<file path="src/rtl/apb_req_arbiter_if.sv">
// Request/response and APB bus bundle for apb_req_arbiter.
// The master modport is the arbiter; the slave modport is whatever drives requests and models the APB slave.
interface apb_req_arbiter_if #(
    parameter int NUM_REQ = 4,
    parameter int ADDR_W  = 10,
    parameter int DATA_W  = 32
);
    logic [NUM_REQ-1:0]        req_valid_i;
    logic [NUM_REQ-1:0]        req_write_i;
    logic [NUM_REQ*ADDR_W-1:0] req_addr_i;
    logic [NUM_REQ*DATA_W-1:0] req_wdata_i;
    logic [NUM_REQ-1:0]        req_ready_o;
    logic [NUM_REQ-1:0]        rsp_valid_o;
    logic [DATA_W-1:0]         rsp_data_o;
    logic                      rsp_err_o;
    logic                      psel_o;
    logic                      penable_o;
    logic                      pwrite_o;
    logic [ADDR_W-1:0]         paddr_o;
    logic [DATA_W-1:0]         pwdata_o;
    logic [DATA_W-1:0]         prdata_i;
    logic                      pready_i;
    logic                      pslverr_i;

    modport master (
        input  req_valid_i, req_write_i, req_addr_i, req_wdata_i,
        input  prdata_i, pready_i, pslverr_i,
        output req_ready_o, rsp_valid_o, rsp_data_o, rsp_err_o,
        output psel_o, penable_o, pwrite_o, paddr_o, pwdata_o
    );

    modport slave (
        output req_valid_i, req_write_i, req_addr_i, req_wdata_i,
        output prdata_i, pready_i, pslverr_i,
        input  req_ready_o, rsp_valid_o, rsp_data_o, rsp_err_o,
        input  psel_o, penable_o, pwrite_o, paddr_o, pwdata_o
    );
endinterface

</file>
<file path="src/rtl/apb_req_arbiter.sv">
// Round-robin arbiter sharing one APB master port among NUM_REQ requesters,
// with a saturating ACCESS-phase timeout that aborts a hung slave.
module apb_req_arbiter #(
    parameter int NUM_REQ = 4,
    parameter int ADDR_W  = 10,
    parameter int DATA_W  = 32,
    parameter int TIMEOUT = 16
) (
    input  logic                clk,
    input  logic                reset,
    apb_req_arbiter_if.master   bus
);

    localparam int PTR_W = $clog2(NUM_REQ);
    localparam int CNT_W = $clog2(TIMEOUT + 1);
    localparam logic [CNT_W-1:0] CNT_LAST = CNT_W'(TIMEOUT - 1);
    localparam logic [CNT_W-1:0] CNT_SAT  = {CNT_W{1'b1}};

    typedef enum logic [1:0] {
        ST_IDLE   = 2'd0,
        ST_SETUP  = 2'd1,
        ST_ACCESS = 2'd2
    } state_e;

    state_e               state_q, state_d;
    logic [PTR_W-1:0]     rr_ptr_q, rr_ptr_d;
    logic [PTR_W-1:0]     owner_q, owner_d;
    logic [CNT_W-1:0]     cnt_q, cnt_d;
    logic                 psel_q, psel_d;
    logic                 penable_q, penable_d;
    logic                 pwrite_q, pwrite_d;
    logic [ADDR_W-1:0]    paddr_q, paddr_d;
    logic [DATA_W-1:0]    pwdata_q, pwdata_d;
    logic [NUM_REQ-1:0]   rsp_valid_q, rsp_valid_d;
    logic [DATA_W-1:0]    rsp_data_q, rsp_data_d;
    logic                 rsp_err_q, rsp_err_d;

    logic                 win_found_s;
    logic [PTR_W-1:0]     win_idx_s;
    logic [PTR_W-1:0]     cand_s;
    logic [NUM_REQ-1:0]   ready_s;

    // Round-robin winner search starting at rr_ptr_q, wrapping modulo NUM_REQ.
    always_comb begin
        win_found_s = 1'b0;
        win_idx_s   = '0;
        cand_s      = '0;
        for (int k = 0; k < NUM_REQ; k++) begin
            cand_s = PTR_W'((int'(rr_ptr_q) + k) % NUM_REQ);
            if (!win_found_s && bus.req_valid_i[cand_s]) begin
                win_found_s = 1'b1;
                win_idx_s   = cand_s;
            end else begin
                win_idx_s   = win_idx_s;
            end
        end
    end

    // Next-state and registered-output logic for the IDLE/SETUP/ACCESS sequence.
    always_comb begin
        state_d     = state_q;
        rr_ptr_d    = rr_ptr_q;
        owner_d     = owner_q;
        cnt_d       = cnt_q;
        psel_d      = psel_q;
        penable_d   = penable_q;
        pwrite_d    = pwrite_q;
        paddr_d     = paddr_q;
        pwdata_d    = pwdata_q;
        rsp_valid_d = '0;
        rsp_data_d  = '0;
        rsp_err_d   = 1'b0;
        ready_s     = '0;

        case (state_q)
            ST_IDLE: begin
                if (win_found_s) begin
                    ready_s[win_idx_s] = 1'b1;
                    owner_d   = win_idx_s;
                    pwrite_d  = bus.req_write_i[win_idx_s];
                    paddr_d   = bus.req_addr_i[int'(win_idx_s)*ADDR_W +: ADDR_W];
                    pwdata_d  = bus.req_wdata_i[int'(win_idx_s)*DATA_W +: DATA_W];
                    rr_ptr_d  = PTR_W'((int'(win_idx_s) + 1) % NUM_REQ);
                    state_d   = ST_SETUP;
                    psel_d    = 1'b1;
                    penable_d = 1'b0;
                end else begin
                    state_d   = ST_IDLE;
                end
            end
            ST_SETUP: begin
                state_d   = ST_ACCESS;
                cnt_d     = '0;
                psel_d    = 1'b1;
                penable_d = 1'b1;
            end
            ST_ACCESS: begin
                // Normal completion and timeout abort share the same wrap-up path.
                if (bus.pready_i || (cnt_q == CNT_LAST)) begin
                    state_d              = ST_IDLE;
                    psel_d               = 1'b0;
                    penable_d            = 1'b0;
                    rsp_valid_d[owner_q] = 1'b1;
                    rsp_err_d            = bus.pready_i ? bus.pslverr_i : 1'b1;
                    rsp_data_d           = (bus.pready_i && !pwrite_q && !bus.pslverr_i)
                                           ? bus.prdata_i : '0;
                end else if (cnt_q != CNT_SAT) begin
                    cnt_d = cnt_q + CNT_W'(1);
                end else begin
                    cnt_d = cnt_q;
                end
            end
            default: begin
                state_d   = ST_IDLE;
                psel_d    = 1'b0;
                penable_d = 1'b0;
            end
        endcase
    end

    // State and output registers; asynchronous reset discards any in-flight transfer.
    always_ff @(posedge clk or posedge reset) begin
        if (reset) begin
            state_q     <= ST_IDLE;
            rr_ptr_q    <= '0;
            owner_q     <= '0;
            cnt_q       <= '0;
            psel_q      <= 1'b0;
            penable_q   <= 1'b0;
            pwrite_q    <= 1'b0;
            paddr_q     <= '0;
            pwdata_q    <= '0;
            rsp_valid_q <= '0;
            rsp_data_q  <= '0;
            rsp_err_q   <= 1'b0;
        end else begin
            state_q     <= state_d;
            rr_ptr_q    <= rr_ptr_d;
            owner_q     <= owner_d;
            cnt_q       <= cnt_d;
            psel_q      <= psel_d;
            penable_q   <= penable_d;
            pwrite_q    <= pwrite_d;
            paddr_q     <= paddr_d;
            pwdata_q    <= pwdata_d;
            rsp_valid_q <= rsp_valid_d;
            rsp_data_q  <= rsp_data_d;
            rsp_err_q   <= rsp_err_d;
        end
    end

    assign bus.req_ready_o = reset ? '0 : ready_s;
    assign bus.rsp_valid_o = rsp_valid_q;
    assign bus.rsp_data_o  = rsp_data_q;
    assign bus.rsp_err_o   = rsp_err_q;
    assign bus.psel_o      = psel_q;
    assign bus.penable_o   = penable_q;
    assign bus.pwrite_o    = pwrite_q;
    assign bus.paddr_o     = paddr_q;
    assign bus.pwdata_o    = pwdata_q;

endmodule

</file>
<file path="src/flat_wrapper.sv">
// flat-port wrapper written by rule: the top's interface ports become plain ports
module apb_req_arbiter_flat 
#(
    parameter int NUM_REQ = 4,
    parameter int ADDR_W  = 10,
    parameter int DATA_W  = 32,
    parameter int TIMEOUT = 16
)
  (clk, reset, bus_req_valid_i, bus_req_write_i, bus_req_addr_i, bus_req_wdata_i, bus_prdata_i, bus_pready_i, bus_pslverr_i, bus_req_ready_o, bus_rsp_valid_o, bus_rsp_data_o, bus_rsp_err_o, bus_psel_o, bus_penable_o, bus_pwrite_o, bus_paddr_o, bus_pwdata_o);
  apb_req_arbiter_if #(.NUM_REQ(NUM_REQ), .ADDR_W(ADDR_W), .DATA_W(DATA_W)) bus_i ();
  input  logic clk;
  input  logic reset;
  input wire logic [$bits(bus_i.req_valid_i)-1:0] bus_req_valid_i;
  input wire logic [$bits(bus_i.req_write_i)-1:0] bus_req_write_i;
  input wire logic [$bits(bus_i.req_addr_i)-1:0] bus_req_addr_i;
  input wire logic [$bits(bus_i.req_wdata_i)-1:0] bus_req_wdata_i;
  input wire logic [$bits(bus_i.prdata_i)-1:0] bus_prdata_i;
  input wire logic [$bits(bus_i.pready_i)-1:0] bus_pready_i;
  input wire logic [$bits(bus_i.pslverr_i)-1:0] bus_pslverr_i;
  output wire logic [$bits(bus_i.req_ready_o)-1:0] bus_req_ready_o;
  output wire logic [$bits(bus_i.rsp_valid_o)-1:0] bus_rsp_valid_o;
  output wire logic [$bits(bus_i.rsp_data_o)-1:0] bus_rsp_data_o;
  output wire logic [$bits(bus_i.rsp_err_o)-1:0] bus_rsp_err_o;
  output wire logic [$bits(bus_i.psel_o)-1:0] bus_psel_o;
  output wire logic [$bits(bus_i.penable_o)-1:0] bus_penable_o;
  output wire logic [$bits(bus_i.pwrite_o)-1:0] bus_pwrite_o;
  output wire logic [$bits(bus_i.paddr_o)-1:0] bus_paddr_o;
  output wire logic [$bits(bus_i.pwdata_o)-1:0] bus_pwdata_o;
  assign bus_i.req_valid_i = bus_req_valid_i;
  assign bus_i.req_write_i = bus_req_write_i;
  assign bus_i.req_addr_i = bus_req_addr_i;
  assign bus_i.req_wdata_i = bus_req_wdata_i;
  assign bus_i.prdata_i = bus_prdata_i;
  assign bus_i.pready_i = bus_pready_i;
  assign bus_i.pslverr_i = bus_pslverr_i;
  assign bus_req_ready_o = bus_i.req_ready_o;
  assign bus_rsp_valid_o = bus_i.rsp_valid_o;
  assign bus_rsp_data_o = bus_i.rsp_data_o;
  assign bus_rsp_err_o = bus_i.rsp_err_o;
  assign bus_psel_o = bus_i.psel_o;
  assign bus_penable_o = bus_i.penable_o;
  assign bus_pwrite_o = bus_i.pwrite_o;
  assign bus_paddr_o = bus_i.paddr_o;
  assign bus_pwdata_o = bus_i.pwdata_o;
  apb_req_arbiter #(.NUM_REQ(NUM_REQ), .ADDR_W(ADDR_W), .DATA_W(DATA_W), .TIMEOUT(TIMEOUT)) u_core (.clk(clk), .reset(reset), .bus(bus_i));
endmodule
</file>
<file path="config.mk">
export PLATFORM = sky130hd
export DESIGN_NAME = apb_req_arbiter_flat
export DESIGN_NICKNAME = d
export VERILOG_FILES = /design/src/rtl/apb_req_arbiter_if.sv /design/src/rtl/apb_req_arbiter.sv /design/src/flat_wrapper.sv
export SDC_FILE = /design/constraint.sdc
export NUM_CORES = 1
export LEC_CHECK = 0
export CORE_UTILIZATION = 32
export DETAILED_ROUTE_END_ITERATION = 12
export MAX_ROUTING_LAYER = met4
export PLACE_DENSITY = 0.8
export SYNTH_ARGS = -nofsm -noshare
export SYNTH_HDL_FRONTEND = slang
export SYNTH_SLANG_ARGS = --single-unit
</file>
<file path="constraint.sdc">
create_clock -name clk -period 3.7 [get_ports clk]
set_clock_uncertainty 0.05 [all_clocks]
set_input_delay 0.74 -clock clk [delete_from_list [all_inputs] [get_ports clk]]
set_output_delay 0.74 -clock clk [all_outputs]
set_load 0.01 [all_outputs]
</file>
== Word level (Yosys, flattened, before mapping) ==
Index checks and enable logic that the tools add are counted.

* Mux-type cells: 44
* $mul: 1
* Shift-type cells: 2
* Add/sub/neg operators: 5
* Reductions and logical operators: 18
* Equality and inequality tests: 8
* $lt $le $gt $ge: 8

{| class="wikitable"
|+ Operators with widths
! cell !! number
|-
| $shiftx A128 B8 Y32 || 1
|-
| $mux W32 || 3
|-
| $shiftx A40 B32 Y10 || 1
|-
| $mux W4 || 5
|-
| $lt A2 B3 Y1 const B || 6
|-
| $mux W1 || 18
|-
| $bmux W1 S2 || 5
|-
| $mux W2 || 5
|-
| $mux W5 || 2
|-
| $pmux W5 S2 || 1
|-
| $logic_and A1 B1 Y1 || 7
|-
| $ne A2 B1 Y1 const B || 3
|-
| $pmux W1 S3 || 2
|-
| $pmux W2 S3 || 1
|-
| $add A5 B1 Y5 const B || 1
|-
| $eq A5 B4 Y1 const B || 1
|-
| $logic_not A1 Y1 || 5
|-
| $mul A2 B3 Y5 const B || 1
|-
| $ne A5 B5 Y1 const B || 1
|-
| $add A2 B1 Y2 const B || 2
|-
| $add A2 B2 Y2 const B || 2
|-
| $demux W1 S2 || 2
|-
| $ge A2 B1 Y1 const B || 2
|-
| $reduce_and A2 Y1 || 2
|-
| 7 further kinds || 7
|}

* Bits in registers: 93
* Output and inout bits: 86

== Logic depth before layout (Yosys ltp) ==
* Word-level depth: 19
* Mapped depth: 8
* Gate-level depth less buffers: 8

== Least setup slack after synthesis ==
No wires, ideal clock.

* Path kind: input to output
* From: input reset
* To: output bus_req_ready_o[1]
* Path buffers: 0
* Arrival: 3.234 ns
* Setup slack: -0.324 ns
* Stages: 3
* Cells stage by stage: inv_1 nand3_1 nor2b_1

* Longest elaborated chain between the ends: 1

{| class="wikitable"
|+ RTL lines
! item !! RTL line !! source
|-
| from (decl) || flat_wrapper.sv:12 || <nowiki>input logic reset;</nowiki>
|-
| $mux W4 || apb_req_arbiter.sv:152 || <nowiki>assign bus.req_ready_o = reset ? '0 : ready_s;</nowiki>
|-
| to (decl) || flat_wrapper.sv:20 || <nowiki>output wire logic [$bits(bus_i.req_ready_o)-1:0] bus_req_ready_o;</nowiki>
|}

Every way passes these cells.

== Worst setup path after layout ==
* From: input bus_req_valid_i[1]
* To: output bus_req_ready_o[0]

* Longest elaborated chain between the ends: 19
* Elaborated cells on any way between the ends: 30
* Those cells by class: order compare (2); mux (21); reduce/logical (7)

{| class="wikitable"
|+ RTL lines
! item !! RTL line !! source
|-
| from (decl) || flat_wrapper.sv:13 || <nowiki>input wire logic [$bits(bus_i.req_valid_i)-1:0] bus_req_valid_i;</nowiki>
|-
| $bmux W1 S2 || apb_req_arbiter.sv:50 || <nowiki>if (!win_found_s && bus.req_valid_i[cand_s]) begin</nowiki>
|-
| $mux W1 (not written as such) || apb_req_arbiter.sv:50 ||
|-
| $mux W1 || apb_req_arbiter.sv:50 ||
|-
| $logic_not A1 Y1 || apb_req_arbiter.sv:50 ||
|-
| $logic_and A1 B1 Y1 || apb_req_arbiter.sv:50 ||
|-
| $mux W1 || apb_req_arbiter.sv:50 ||
|-
| $logic_not A1 Y1 || apb_req_arbiter.sv:50 ||
|-
| $logic_and A1 B1 Y1 || apb_req_arbiter.sv:50 ||
|-
| [... 3 more ...] || -- ||
|-
| $mux W2 || apb_req_arbiter.sv:50 ||
|-
| $lt A2 B3 Y1 (not written as such) / $ge A2 B1 Y1 (equally long branches) || apb_req_arbiter.sv:78 || <nowiki>ready_s[win_idx_s] = 1'b1;</nowiki>
|-
| $logic_and A1 B1 Y1 (not written as such) || apb_req_arbiter.sv:78 ||
|-
| $mux W1 (not written as such) || apb_req_arbiter.sv:78 ||
|-
| $demux W1 S2 || -- ||
|-
| $mux W4 * || apb_req_arbiter.sv:77 || <nowiki>if (win_found_s) begin</nowiki>
|-
| $mux W4 * || apb_req_arbiter.sv:75 || <nowiki>case (state_q)</nowiki>
|-
| $mux W4 * || apb_req_arbiter.sv:152 ||
|}

Every way passes the cells marked *; elsewhere a longest branch is shown, timed or not. The select of a mux whose other input is x is not followed.

==> results.tsv <==
stage	metric	value	unit
worst_hold_path	worst hold path startpoint	u_core.bus.penable_o	
detailed_routing	Routed WL per cell	18.6	µm
global_route	first-pass GRT wire length	24900	µm
global_route	vias in the first global route	4859	
global_route	GRT Total Usage	0.238	
worst_setup_path	Max stage delay on crit path	0.54	ns
detailed_routing	post-route ant nets	0	
worst_setup_path	largest fanout on the critical path	6	
sta	Worst slew margin	0.265	
sta	crit path time final	3.58	ns
cts	clk slew on worst S/H paths	0.07	ns
sta	Tightest Pin Transition	1.10	ns
global_route	largest net degree at the start of global routing	59	
worst_hold_path	HP Class	reg2reg	
placement	hpwl dp	12000	µm
layout	Filler cells	1103	
layout	ratio of cells with drive above 1 in the final layout	0.0602	
sta	Max Freq	279	MHz
synthesis	Synth area leaders	dfrtp_1 (53%), a21oi_1 (10%), a222oi_1 (9.8%)	
worst_setup_path	CP delay by family, top	buffers and inverters	
synthesis	Yosys top cell by area	dfrtp_1	
floorplan	Initial Util	0.329	
sta	RSZ-0062 raised after global routing	no	
layout	storage element area	2330	µm²
sta	setup violators final	0	
detailed_routing	final WL	16500	µm
layout	P&R area growth vs syn	78.7	%
worst_setup_path	worst-case reg-to-reg path depth	5	
layout	most common cell after layout, fill and taps aside	clkdlybuf4s50_1	
synthesis	Seq/Total Area, Yosys	0.529	
worst_hold_path	hold path depth	1	
global_route	global route overflow	0	
worst_setup_path	Crit path required time	2.91	ns
placement	GPL Wtd Cong	0.910	
synthesis	distinct cell type count after synthesis	43	
floorplan	die area	14200	µm²
detailed_routing	DRC violations left	0	
worst_setup_path	critical path arrival	2.79	ns
cts	Num CTS Buffers	9	
placement	dpl cells	874	
placement	port buffer count	297	
floorplan	Die H	119	µm
worst_setup_path	CP cell instances	clkdlybuf4s50_1 > nand2b_1 > a21oi_2 > a221oi_4 > or3_1 > nor2b_1 > clkdlybuf4s50_1	
floorplan	Die W	119	µm
pwr	Pleak	3.23	nW
floorplan	# rows	42	
synthesis	cell area after synthesis	4400	µm²
worst_setup_path	Slowest cell on crit path	clkdlybuf4s50_1	
worst_setup_path	Worst R2R End	u_core.bus.pwdata_o[18]	
synthesis	Avg Inst Size Synth	10.3	µm²
synthesis	Gate Count Post-Synth	427	
worst_setup_path	Buf/Inv on CP	2	
detailed_routing	via-per-instance ratio	5.34	
cts	H-tree levels	3	
run_status	status	finished clean	
detailed_routing	via count	4753	
worst_setup_path	r2r setup slk	1.19	ns
cts	CTS tree	built	
detailed_routing	Pre-antenna DRT Iters	9	
sta	setup tns final	0	ns
synthesis	Yosys warnings	0	
cts	clock root cell	clkbuf_16	
worst_hold_path	hold worst-path end	u_core.bus.penable_o	
pwr	PD cells	639	nW/µm²
layout	non-filler instance count after layout	890	
sta	Hold Fails Final Rpt	0	
synthesis	Post-synth EDFFs	0	
global_route	initial antenna violation count	0	
synthesis	Yosys reg bits	93	
floorplan	# IOs	298	
cts	Hold Buf Count CTS	0	
cts	Setup Buffers After CTS	0	
worst_setup_path	Setup crit start kind	input pin	
job	total of max-cap violations	0	
synthesis	Main synth FF type	dfrtp_1	
worst_setup_path	RR Startpoint	u_core.rr_ptr_q[1]	
cts	# clock sinks	93	
synthesis	ys async rst share	1.00	
synthesis	Mapped Nets	645	
layout	combined area of the multi-input logic cells	1860	µm²
pwr	worst vdd ir	0.000437	V
cts	clk_lat worst skew	0.34	ns
worst_setup_path	CP most frequent cell	clkdlybuf4s50_1	
worst_setup_path	Crit Path Class	in2out	
sta	fin crit share	0.968	
pwr	Overall Power	5.02	mW
sta	fin. max-slew vios	0	
worst_setup_path	crit end category	output pin	
detailed_routing	DRT iter0 DRCs	501	
layout	Antenna Cells	0	
floorplan	Placeable Area	13300	µm²
layout	commonest non-fill, non-tap cells in the layout	clkdlybuf4s50_1 (296), dfrtp_1 (93), a21oi_1 (91)	
cts	Clock Path Buffers	2	
synthesis	area share of the largest cell type after synthesis	0.529	
layout	NumNets Final	927	
-- stage by stage --
step	hold WS [ns]	util	instance area, µm²	setup WS, ns
2_1_floorplan	0.414	-	4400	0.465
3_3_place_gp	0.421	0.561	7490	0.0968
3_5_place_dp	0.427	0.561	7490	-0.00313
4_1_cts	0.443	0.587	7840	0.137
5_1_grt	0.470	0.589	7860	0.0436
6_report	0.436	0.589	7860	0.119
-- final cells by class --
type,count,share of cell area
repair buffers,308,0.391
flip-flops and latches,93,0.296
multi-input cells,288,0.236
clock buffers,9,0.0287
well taps,176,0.0280
clock inverters,7,0.0154
inverters,9,0.00478
-- worst register-to-register path: cells and delay by family, from the launching register on --
kind                   cells  cell delay (ns)
AO/OA/AOI/OAI              4             1.44
buffers and inverters      1             0.40
flip-flops                 1             0.53
-- cells in the mapped netlist (2+ instances only) --
master and n:
dfrtp_1 93, a21oi_1 92, nor2_1 50, a222oi_1 43, and2_1 32, buf_2 16
nand2_1 10, buf_6 9, o21ai_0 9, clkbuf_1 8, inv_1 7, ha_1 6
nor2b_1 6, buf_4 4, a22o_1 3, nand3_1 3, nor3_1 3, nor3b_1 3
inv_2 2, nand2b_1 2, nand4_1 2, o22ai_1 2, or3_1 2
-- worst max path at each step --
| stage | startpoint | endpoint | slack [ns] | cells after the start |
|---|---|---|---|---|
| final | bus_req_valid_i[1] | bus_req_ready_o[0] | 0.12 | 7 |
| after detailed placement | bus_req_valid_i[3] | bus_req_ready_o[1] | -0.003 | 7 |
| after CTS | bus_req_valid_i[3] | bus_req_ready_o[1] | 0.14 | 7 |
| after global placement | bus_req_valid_i[3] | bus_req_ready_o[1] | 0.1 | 7 |
| after floorplan | reset | bus_req_ready_o[1] | 0.47 | 3 |
| after global routing | bus_req_valid_i[0] | bus_req_ready_o[1] | 0.04 | 7 |
-- power breakdown --
part | internal, mW | switching, mW | total [mW]
logic | 1.19 | 1.22 | 2.41
clock network | 0.664 | 0.401 | 1.06
registers | 1.33 | 0.212 | 1.55
-- per-layer routing --
metal / track usage / part of all wire / up-vias
li1: - / - / 2155
met1: 0.252 / 0.37 / 2267
met2: 0.416 / 0.51 / 298
met3: 0.0613 / 0.093 / 33
met4: 0.101 / 0.025 / 0
met5: - / 0 / -
-- repair_timing --
item	in CTS	in global routing
pin swaps	0	0
endpoints found under the setup margin	1	2
gates resized for setup	1	4
cloned	0	0
-- flip-flops by register name, summed over array words and instances (netlist names) --
signal,cells
u_core.bus.pwdata_o,32
u_core.bus.rsp_err_o,1
u_core.bus.paddr_o,10
u_core.bus.rsp_valid_o,4
u_core.state_q,2
u_core.rr_ptr_q,2
u_core.owner_q,2
u_core.cnt_q,5
u_core.bus.pwrite_o,1
u_core.bus.psel_o,1
u_core.bus.penable_o,1
u_core.bus.rsp_data_o,32
-- logic make-up after synthesis --
family / count (synthesis) / share of synthesized area
and+or+nand+nor: 117 / 0.135
buffers and inverters: 46 / 0.0626
muxes: 3 / 0.00740
AOI/OAI and AO/OA: 162 / 0.249
adders and majority gates: 6 / 0.0171
DFF: 93 / 0.529
Power figures use the tool's default switching activity.
